## src/rtl/ifetch_pkg.sv

```systemverilog
// ifetch_pkg: shared state and buffer-entry types for the instruction-fetch controller
package ifetch_pkg;
  typedef enum logic [1:0] {BOOT, RUN, HALTED} fetch_state_t;
  localparam int DEF_DATA_WIDTH = 32;
  localparam int DEF_AW = 10;
  typedef struct packed {
    logic [DEF_DATA_WIDTH-1:0] data;
    logic [DEF_AW-1:0]         pc;
  } fetch_entry_t;
endpackage

```

## src/rtl/ifetch_fifo.sv

```systemverilog
// ifetch_fifo: small synchronous FIFO of fetched {data, pc} entries with flush
module ifetch_fifo import ifetch_pkg::*; #(
  parameter type entry_t = fetch_entry_t,
  parameter int DEPTH = 2,
  localparam int PW = $clog2(DEPTH),
  localparam int CW = PW + 1
) (
  input  logic          clock,
  input  logic          reset_n,
  input  logic          push,
  input  logic          pop,
  input  logic          flush,
  input  entry_t        din,
  output entry_t        dout,
  output logic [CW-1:0] count,
  output logic          full,
  output logic          empty
);
  entry_t        mem_q [DEPTH];
  entry_t        mem_d [DEPTH];
  logic [PW-1:0] wr_q, wr_d, rd_q, rd_d;
  logic [CW-1:0] count_q, count_d;
  // Flush wins over push/pop; pointers wrap naturally since DEPTH is a power of 2
  always_comb begin
    mem_d = mem_q;
    wr_d = wr_q;
    rd_d = rd_q;
    count_d = count_q;
    if (flush) begin
      wr_d = '0;
      rd_d = '0;
      count_d = '0;
    end else begin
      if (push) begin
        mem_d[wr_q] = din;
        wr_d = wr_q + 1'b1;
      end
      if (pop) rd_d = rd_q + 1'b1;
      count_d = count_q + CW'(push) - CW'(pop);
    end
  end
  // Storage and pointer registers
  always_ff @(posedge clock or negedge reset_n) begin
    if (!reset_n) begin
      for (int i = 0; i < DEPTH; i++) mem_q[i] <= '0;
      wr_q <= '0;
      rd_q <= '0;
      count_q <= '0;
    end else begin
      mem_q <= mem_d;
      wr_q <= wr_d;
      rd_q <= rd_d;
      count_q <= count_d;
    end
  end
  assign dout  = mem_q[rd_q];
  assign count = count_q;
  assign full  = count_q == CW'(DEPTH);
  assign empty = count_q == '0;
endmodule

```

## src/rtl/ifetch_ctrl.sv

```systemverilog
// ifetch_ctrl: instruction-fetch sequencer with ROM latency absorption, buffering and redirects
module ifetch_ctrl import ifetch_pkg::*; #(
  parameter int DATA_WIDTH = 32,
  parameter int MEM_DEPTH  = 1024,
  parameter int RESET_PC   = 0,
  parameter int FIFO_DEPTH = 2,
  localparam int AW = $clog2(MEM_DEPTH),
  localparam int CW = $clog2(FIFO_DEPTH) + 1
) (
  input  logic                  clock,
  input  logic                  reset_n,
  input  logic                  start,
  input  logic                  halt,
  output logic [AW-1:0]         imem_addr,
  input  logic [DATA_WIDTH-1:0] imem_rdata,
  input  logic                  redirect_valid,
  input  logic [AW-1:0]         redirect_pc,
  output logic                  inst_valid,
  input  logic                  inst_ready,
  output logic [DATA_WIDTH-1:0] inst_data,
  output logic [AW-1:0]         inst_pc,
  output logic                  running
);
  typedef struct packed {
    logic [DATA_WIDTH-1:0] data;
    logic [AW-1:0]         pc;
  } entry_t;
  fetch_state_t  state_q, state_d;
  logic [AW-1:0] fetch_pc_q, fetch_pc_d, inflight_pc_q, inflight_pc_d;
  logic          inflight_q, inflight_d;
  logic          go, issue, push, pop, full, empty;
  logic [CW-1:0] count;
  logic [CW:0]   demand;
  entry_t        din, head;
  // Start issues in the same cycle it arrives so the first word is visible two cycles later
  assign go        = (state_q == RUN) | start;
  assign imem_addr = redirect_valid ? redirect_pc : fetch_pc_q;
  assign pop       = inst_valid & inst_ready;
  assign push      = inflight_q & ~redirect_valid;
  assign demand    = {1'b0, count} + (CW+1)'(inflight_q) - (CW+1)'(pop);
  assign issue     = go & ~halt & (redirect_valid | (demand < (CW+1)'(FIFO_DEPTH)));
  assign din       = '{data: imem_rdata, pc: inflight_pc_q};
  // Next state: halt only matters in RUN and beats a simultaneous start
  always_comb begin
    state_d = (state_q == RUN) ? (halt ? HALTED : RUN) : (start ? RUN : state_q);
  end
  // Fetch PC advances past each issued address; a redirect without issue just retargets it
  always_comb begin
    fetch_pc_d = issue ? ((imem_addr == AW'(MEM_DEPTH-1)) ? '0 : imem_addr + 1'b1)
               : redirect_valid ? redirect_pc : fetch_pc_q;
    inflight_d = issue;
    inflight_pc_d = issue ? imem_addr : inflight_pc_q;
  end
  // State, PC and in-flight tracking registers
  always_ff @(posedge clock or negedge reset_n) begin
    if (!reset_n) begin
      state_q <= BOOT;
      fetch_pc_q <= AW'(RESET_PC);
      inflight_q <= 1'b0;
      inflight_pc_q <= '0;
    end else begin
      state_q <= state_d;
      fetch_pc_q <= fetch_pc_d;
      inflight_q <= inflight_d;
      inflight_pc_q <= inflight_pc_d;
    end
  end
  ifetch_fifo #(.entry_t(entry_t), .DEPTH(FIFO_DEPTH)) u_fifo (
    .clock  (clock),
    .reset_n(reset_n),
    .push   (push),
    .pop    (pop),
    .flush  (redirect_valid),
    .din    (din),
    .dout   (head),
    .count  (count),
    .full   (full),
    .empty  (empty)
  );
  assign inst_valid = ~empty;
  assign inst_data  = empty ? '0 : head.data;
  assign inst_pc    = empty ? '0 : head.pc;
  assign running    = state_q == RUN;
  no_overflow: assert property (@(posedge clock) disable iff (!reset_n) !(push && full && !pop));
endmodule

```

## config.mk

```make
export PLATFORM = sky130hd
export DESIGN_NAME = ifetch_ctrl
export DESIGN_NICKNAME = d
export VERILOG_FILES = /design/src/rtl/ifetch_pkg.sv /design/src/rtl/ifetch_fifo.sv /design/src/rtl/ifetch_ctrl.sv
export SDC_FILE = /design/constraint.sdc
export NUM_CORES = 1
export LEC_CHECK = 0
export ABC_AREA = 1
export CORE_ASPECT_RATIO = 1.1
export CORE_MARGIN = 2
export CORE_UTILIZATION = 30
export CTS_CLUSTER_DIAMETER = 50
export CTS_CLUSTER_SIZE = 40
export DETAILED_ROUTE_END_ITERATION = 8
export PLACE_DENSITY = 0.58
export SYNTH_ARGS = -nofsm -noshare
export SYNTH_HDL_FRONTEND = slang
export SYNTH_SLANG_ARGS = --single-unit
```

## constraint.sdc

```tcl
create_clock -name clock -period 3.4 [get_ports clock]
set_input_delay 0.68 -clock clock [delete_from_list [all_inputs] [get_ports clock]]
set_output_delay 0.68 -clock clock [all_outputs]
set_load 0.03 [all_outputs]
```

==> key figures, run 1 <==
CTS
  – TritonCTS clock tree: built
  – Post-CTS setup buffer count: 0
  – Root Buffer: clkbuf_16
  – Longest Clk Path Bufs: 2
  – Clock sinks: between 100 and 150
  – Post-CTS sizing: 0
  – Worst-Skew Late Latency: 0.35 ns
  – Number of buffers created by CTS: 9
  – H-tree levels: 3
  – CTS Hold Buffers Added: 0
  – Clock slew at reported path FFs: ~0.070 ns

Layout
  – Commonest cells after routing, fill and taps aside: 220 x nand2_1, 110 x dfrtp_1, 97 x o21ai_0, 95 x clkdlybuf4s50_1, 70 x inv_1
  – P&R area growth vs syn: 30.3%
  – Most common cell after layout, fill and taps aside: nand2_1
  – Share of layout cells above drive strength 1: 0.0824
  – Layout net count: 788

Synth
  – Sequential-to-total area share from yosys stat: 0.535
  – Syn_area_per_cell: 8.03 µm²
  – Largest area contributor in the netlist: dfrtp_1
  – Share of the synthesized area in the top cell type: 0.535
  – Number of flops mapped to enable cells by yosys: 0
  – Post-Syn Instances: 647
  – Synth Flop Type: dfrtp_1
  – Post-Synthesis Cell Area: just over 5000 µm²
  – Syn nets: 700
  – Ys async rst share: 1.00
  – Synth top area cells: dfrtp_1 53%, nand2_1 16%, o21ai_0 9.3%, inv_1 5.1%, a21oi_1 4.3%
  – Synthesis Warnings: 0
  – Synth cell types: 32
  – #FFs+latches synth: 111

Pwr
  – Pwr Total: approximately 5.6 mW
  – Cell Pwr Density: approximately 830 nW/µm²
  – Worst VDD drop: about 370 µV
  – Pleak: ~3.2 nW

Route
  – Residual DRC: 0
  – Drt wl/cell: 12.7 µm
  – DR iter-0 viols: 375
  – Vias: 4269
  – Final ANT Viol Nets: 0
  – Routed WL: 12400 µm
  – First-pass iteration count of the detailed router: 5
  – Vias/cell: roughly 4.4

Timing
  – Final setup vio count: 0
  – Fmax: ~0.33 GHz
  – Min Tclk post-route: between 3 and 4 ns
  – Hold Slack: between 0.4 and 0.5 ns
  – RSZ-0062 raised after global routing: no
  – Fin Clk Skew: between 0.004 and 0.005 ns
  – Fin. max-slew vios: 0
  – Slew @ Worst Pin: between 0.9 and 1 ns
  – Slew HR: 0.387
  – Worst path setup slack after routing: about 0.36 ns
  – Final Hold Viols: 0
  – Final Cycle Share: 0.893
  – TNS Setup: 0 ns

Setup path
  – WS Path Type: input port to output pin
  – Required @ worst endpoint: around 2.7 ns
  – Worst reg2reg path endpoint: fetch_pc_q[3]$_DFF_PN0_
  – R2r setup slk: between 0.9 and 1 ns
  – Worst Reg2Reg Path Length in Cells: 11
  – RR Startpoint: u_fifo.count[1]$_DFF_PN0_
  – CP Launch Type: input port
  – Crit. End Element: output pin
  – CP max FO: 14
  – Worst path arrival time: 2.36 ns

Placement
  – RePlAce Congestion: 0.806
  – Pre-CTS setup slack: between 0.15 and 0.2 ns
  – Hpwl dp: between 8000 and 9000 µm
  – PortBufs: roughly 100

Status
  – Status: complete, no violations

Worst hold path
  – Min-Delay Path Class: input port to asynchronous set/reset pin

Floorplan
  – Die Ht: roughly 140 µm
  – Die footprint: approximately 18000 µm²
  – Die Wd: 129 µm
  – Ports: 102
  – Initial core utilization: 0.305
  – Site Rows: 50
  – Placeable Area: between 15000 and 20000 µm²

Global route
  – Overall Global Routing Usage: 0.143
  – Pin count of the biggest net entering global routing: 85
  – Vias in the first global route: slightly above 4000
  – First-pass GRT wire length: ~21000 µm
  – Total congestion overflow: 0
  – Antenna violations before repair: 1

Run
  – Max_cap viols: 0
[synthesized netlist by cell type, drive strengths merged, types with 2 or more instances]
| cell type | instances |
|---|---|
| ha | 4 |
| a21oi | 47 |
| nand3b | 2 |
| nor2 | 21 |
| o21ai | 100 |
| inv | 72 |
| xor2 | 2 |
| dfrtp | 111 |
| nand4 | 2 |
| buf | 13 |
| nand3 | 10 |
| clkbuf | 23 |
| nand2 | 235 |
[power by group]
group	switching (mW)	internal, mW
Clock	0.479	0.645
Sequential	0.287	1.89
Combinational	1.46	0.879
Total	2.23	3.42
[through the flow]
step                      instance area [µm²]  instances   util
after floorplan                          5190        647      -
after global placement                   6450        958  0.379
after detailed placement                 6450        958  0.379
after CTS                                6770        974  0.398
after global routing                     6770        974  0.398
final                                    6770        975  0.398
[flip-flops by register name, indices dropped and copies added (netlist names)]
register	count
u_fifo.mem_q	84
fetch_pc_q	10
u_fifo.wr_q	1
inflight_pc_q	10
u_fifo.count	2
state_q	2
u_fifo.rd_q	1
inflight_q	1
[metal layers]
metal  wire length [µm]  part of all wire  up-vias  track usage
met4                227             0.018        0       0.0543
met1               5990              0.48     1963        0.201
met5                  0                 0        -            0
li1                   -                 -     2194            -
met2               5560              0.45       96        0.217
met3                596             0.048       16       0.0293
[cell families (layout without fill, tap and decap cells)]
kind of cell | Yosys count | in the layout | synth area share
AOI/OAI and AO/OA | 148 | 148 | 0.149
other | 0 | 1 | 0
xor gates and xnor gates | 3 | 3 | 0.00506
DFF | 111 | 111 | 0.535
and+or+nand+nor | 271 | 271 | 0.212
adders and majority gates | 5 | 5 | 0.0135
buffers and inverters | 109 | 202 | 0.0855
[worst max path at each step]
stage | from | to | slack, ns | depth (start not counted)
after detailed placement | inst_ready | fetch_pc_q[3]$_DFF_PN0_ | 0.16 | 12
after global routing | redirect_valid | imem_addr[9] | 0.23 | 6
after CTS | redirect_valid | imem_addr[9] | 0.35 | 6
final | redirect_valid | imem_addr[9] | 0.36 | 6
after floorplan | inst_ready | fetch_pc_q[3]$_DFF_PN0_ | 0.92 | 12
after global placement | inst_ready | fetch_pc_q[3]$_DFF_PN0_ | 0.24 | 12
[critical path: stages]
cell             delay [ns]
clkdlybuf4s50_1        0.43
inv_2                  0.24
or2_1                  0.14
o21ai_1                0.08
inv_2                  0.10
clkdlybuf4s50_1        0.68
[layout make-up]
type	count	area, µm²
clock buffers	10	229
repair buffers	113	1120
well taps	234	293
fillers	1821	10200
inverters	73	274
diodes	1	2.50
flip-flops and latches	111	2780
clock inverters	6	83.8
multi-input cells	427	1980
(Power assumes the default switching activity.)
==> inputs of run 2 (changes only) <==
--- a/config.mk
+++ b/config.mk
@@ -6,13 +6,12 @@
 export NUM_CORES = 1
 export LEC_CHECK = 0
 export ABC_AREA = 1
-export CORE_ASPECT_RATIO = 1.1
-export CORE_MARGIN = 2
+export CORE_ASPECT_RATIO = 0.8
 export CORE_UTILIZATION = 30
 export CTS_CLUSTER_DIAMETER = 50
 export CTS_CLUSTER_SIZE = 40
 export DETAILED_ROUTE_END_ITERATION = 8
-export PLACE_DENSITY = 0.58
+export PLACE_DENSITY = 0.6
 export SYNTH_ARGS = -nofsm -noshare
 export SYNTH_HDL_FRONTEND = slang
 export SYNTH_SLANG_ARGS = --single-unit
==> constraint.sdc (replaced) <==
create_clock -name clock -period 2.6 [get_ports clock]
set_input_delay 0.52 -clock clock [delete_from_list [all_inputs] [get_ports clock]]
set_output_delay 0.52 -clock clock [all_outputs]
set_load 0.03 [all_outputs]
==> run 2 against run 1 <==
  * Clock skew increased by 0.0036 ns
  * Combinational power increased by 34%
  * Global-route usage is 0.93 points higher
  * Count of clock-buffer cells in the layout up 1
  * Highest routed layer unchanged
  * Largest power group unchanged
  * Total power up 31%
  * Via count increased by 2.0%
  * Cell count is 0.62% lower
  * Clock power grew 27%
==> key figures, run 2 (same netlist as run 1, synthesis figures left out) <==
Status
  – Status: complete, no violations

Global route
  – Total congestion overflow: 0
  – First-pass GRT wire length: approximately 22000 µm
  – Antenna violations before repair: 0
  – Pin count of the biggest net entering global routing: between 80 and 90
  – Overall Global Routing Usage: 0.152
  – Vias in the first global route: approximately 4300

Placement
  – RePlAce Congestion: ~0.8
  – Pre-CTS setup slack: -0.307 ns
  – PortBufs: between 100 and 150
  – Placed Instance Area: roughly 6500 µm²
  – Hpwl dp: around 8300 µm

Setup path
  – Crit. End Element: output pin
  – CP Launch Type: flop
  – Worst path cell trace: clkinv_1 -> buf_4 -> nand2_1 -> a21oi_1 -> clkdlybuf4s50_1
  – CP max-delay cell: clkdlybuf4s50_1
  – Max incr delay on CP: 0.69 ns
  – WS Path Type: flop to output pin
  – Largest delay share family, worst path: buffers and inverters
  – CP max FO: 10
  – Bufs and invs on worst path: 3
  – Worst path arrival time: 1.96 ns
  – Required @ worst endpoint: 2.08 ns

Pwr
  – Worst VDD drop: 476 µV
  – Register share of total power: 0.385
  – Pwr Total: 7.41 mW
  – Cell-internal power: 4.45 mW
  – Pleak: around 3.7 nW
  – Clk network pwr share: 0.191
  – Cell Pwr Density: approximately 1100 nW/µm²
  – Switching power: about 3.0 mW
  – Combinational share of power: 0.424
  – Sw Ratio: 0.400

Run
  – Max_cap viols: 0

Timing
  – Slew @ Worst Pin: about 0.57 ns
  – Min Tclk post-route: 2.48 ns
  – Fmax: about 0.40 GHz
  – TNS Setup: 0 ns
  – Fin. max-slew vios: 0
  – Hold Slack: around 0.11 ns
  – Fin Clk Skew: slightly below 0.008 ns
  – Worst path setup slack after routing: 0.119 ns
  – Slew HR: 0.620
  – Final setup vio count: 0
  – Final Hold Viols: 0
  – Final Cycle Share: 0.954
  – RSZ-0062 raised after global routing: no

CTS
  – H-tree levels: 3
  – Number of buffers created by CTS: 9
  – Longest Clk Path Bufs: 2
  – TritonCTS clock tree: built
  – Clock slew at reported path FFs: around 0.070 ns
  – Clock sinks: ~110
  – Worst-Skew Late Latency: about 0.35 ns
  – CTS Hold Buffers Added: 0
  – Root Buffer: clkbuf_16

Route
  – Vias/cell: 4.49
  – First-pass iteration count of the detailed router: 5
  – Residual DRC: 0
  – Vias: around 4400
  – DR iter-0 viols: 258
  – Routed WL: approximately 13000 µm
  – Drt wl/cell: between 10 and 15 µm
  – Final ANT Viol Nets: 0

Worst hold path
  – Min-Delay Path Class: input port to asynchronous set/reset pin

Layout
  – Post-route cell area: just under 7000 µm²
  – P&R area growth vs syn: 32.9%
  – Layout net count: 797
  – Commonest cells after routing, fill and taps aside: 219 x nand2_1, 110 x dfrtp_1, 97 x o21ai_0, 70 x inv_1, 51 x clkdlybuf4s50_1
  – Share of layout cells above drive strength 1: 0.111
  – Most common cell after layout, fill and taps aside: nand2_1
  – # diodes: 0
  – Largest regs: u_fifo.mem_q (84), fetch_pc_q (10), inflight_pc_q (10)
  – Largest register FFs: 84
  – Top reg by flops: u_fifo.mem_q

Floorplan
  – Die footprint: 17800 µm²
  – Initial core utilization: 0.311
  – Ports: 102
  – Placeable Area: 16700 µm²
  – Die Wd: approximately 150 µm
  – Die Ht: approximately 120 µm
  – Site Rows: 42
## run 2: worst reg2reg max path, cell delays in order (launching register included)
cell,delay [ns]
dfrtp_1,0.41
nor2_4,0.18
nor2_4,0.06
ha_4,0.21
nor2_2,0.12
fa_1,0.41
inv_1,0.08
nand3_2,0.10
a21oi_4,0.29
nand4_1,0.18
nand2_1,0.11
nor2_1,0.04
## run 2: power groups by stage
stage | clock network (mW) | registers [mW] | logic (mW)
after floorplan | 0 | 2.78 | 2.06
after global placement | 0 | 2.87 | 3.14
after detailed placement | 0 | 2.88 | 3.19
after CTS | 1.47 | 2.85 | 3.15
after global routing | 1.55 | 2.95 | 3.54
final | 1.42 | 2.85 | 3.14
## run 2: final cells by class
cell class	instances	area (µm²)
sequential	111	2780
clock buffer	11	253
tap	220	275
clock inverter	5	56.3
inverter	73	274
fill	1716	9810
timing repair buffer	122	1250
multi-input combinational	427	2020
## run 2: timing repair
item                                    4_1_cts  5_1_grt
endpoints found under the hold margin         0        0
buffers inserted                              0        1
endpoints found under the setup margin       12       46
resized for setup                            12       35
pin swaps                                     0        1
## run 2: metal layers
| metal | vias to the layer above | global-route usage | wire [µm] |
|---|---|---|---|
| li1 | 2213 | - | - |
| met1 | 2031 | 0.225 | 6520 |
| met2 | 101 | 0.227 | 5450 |
| met3 | 10 | 0.0316 | 564 |
| met4 | 0 | 0.0325 | 87 |
| met5 | - | 0 | 0 |
## run 2: worst paths after layout
check,from,end,slack (ns),cells past startpoint
hold reg to reg,u_fifo.mem_q[69]$_DFFE_PN0P_,u_fifo.mem_q[69]$_DFFE_PN0P_,0.48,2
setup / recovery,u_fifo.rd_q$_DFFE_PN0P_,inst_data[29],0.12,5
min in group clock,u_fifo.mem_q[69]$_DFFE_PN0P_,u_fifo.mem_q[69]$_DFFE_PN0P_,0.48,2
setup reg to reg,u_fifo.count[0]$_DFF_PN0_,fetch_pc_q[3]$_DFF_PN0_,0.31,11
hold / removal,reset_n,u_fifo.mem_q[46]$_DFFE_PN0P_,0.11,1
max in group asynchronous,reset_n,u_fifo.mem_q[71]$_DFFE_PN0P_,1.70,2
## run 2: stage by stage
| step | utilization | instances |
|---|---|---|
| finish | 0.413 | 969 |
| global route | 0.413 | 969 |
| CTS | 0.406 | 968 |
| detailed placement | 0.389 | 952 |
| global placement | 0.389 | 952 |
| floorplan | - | 647 |
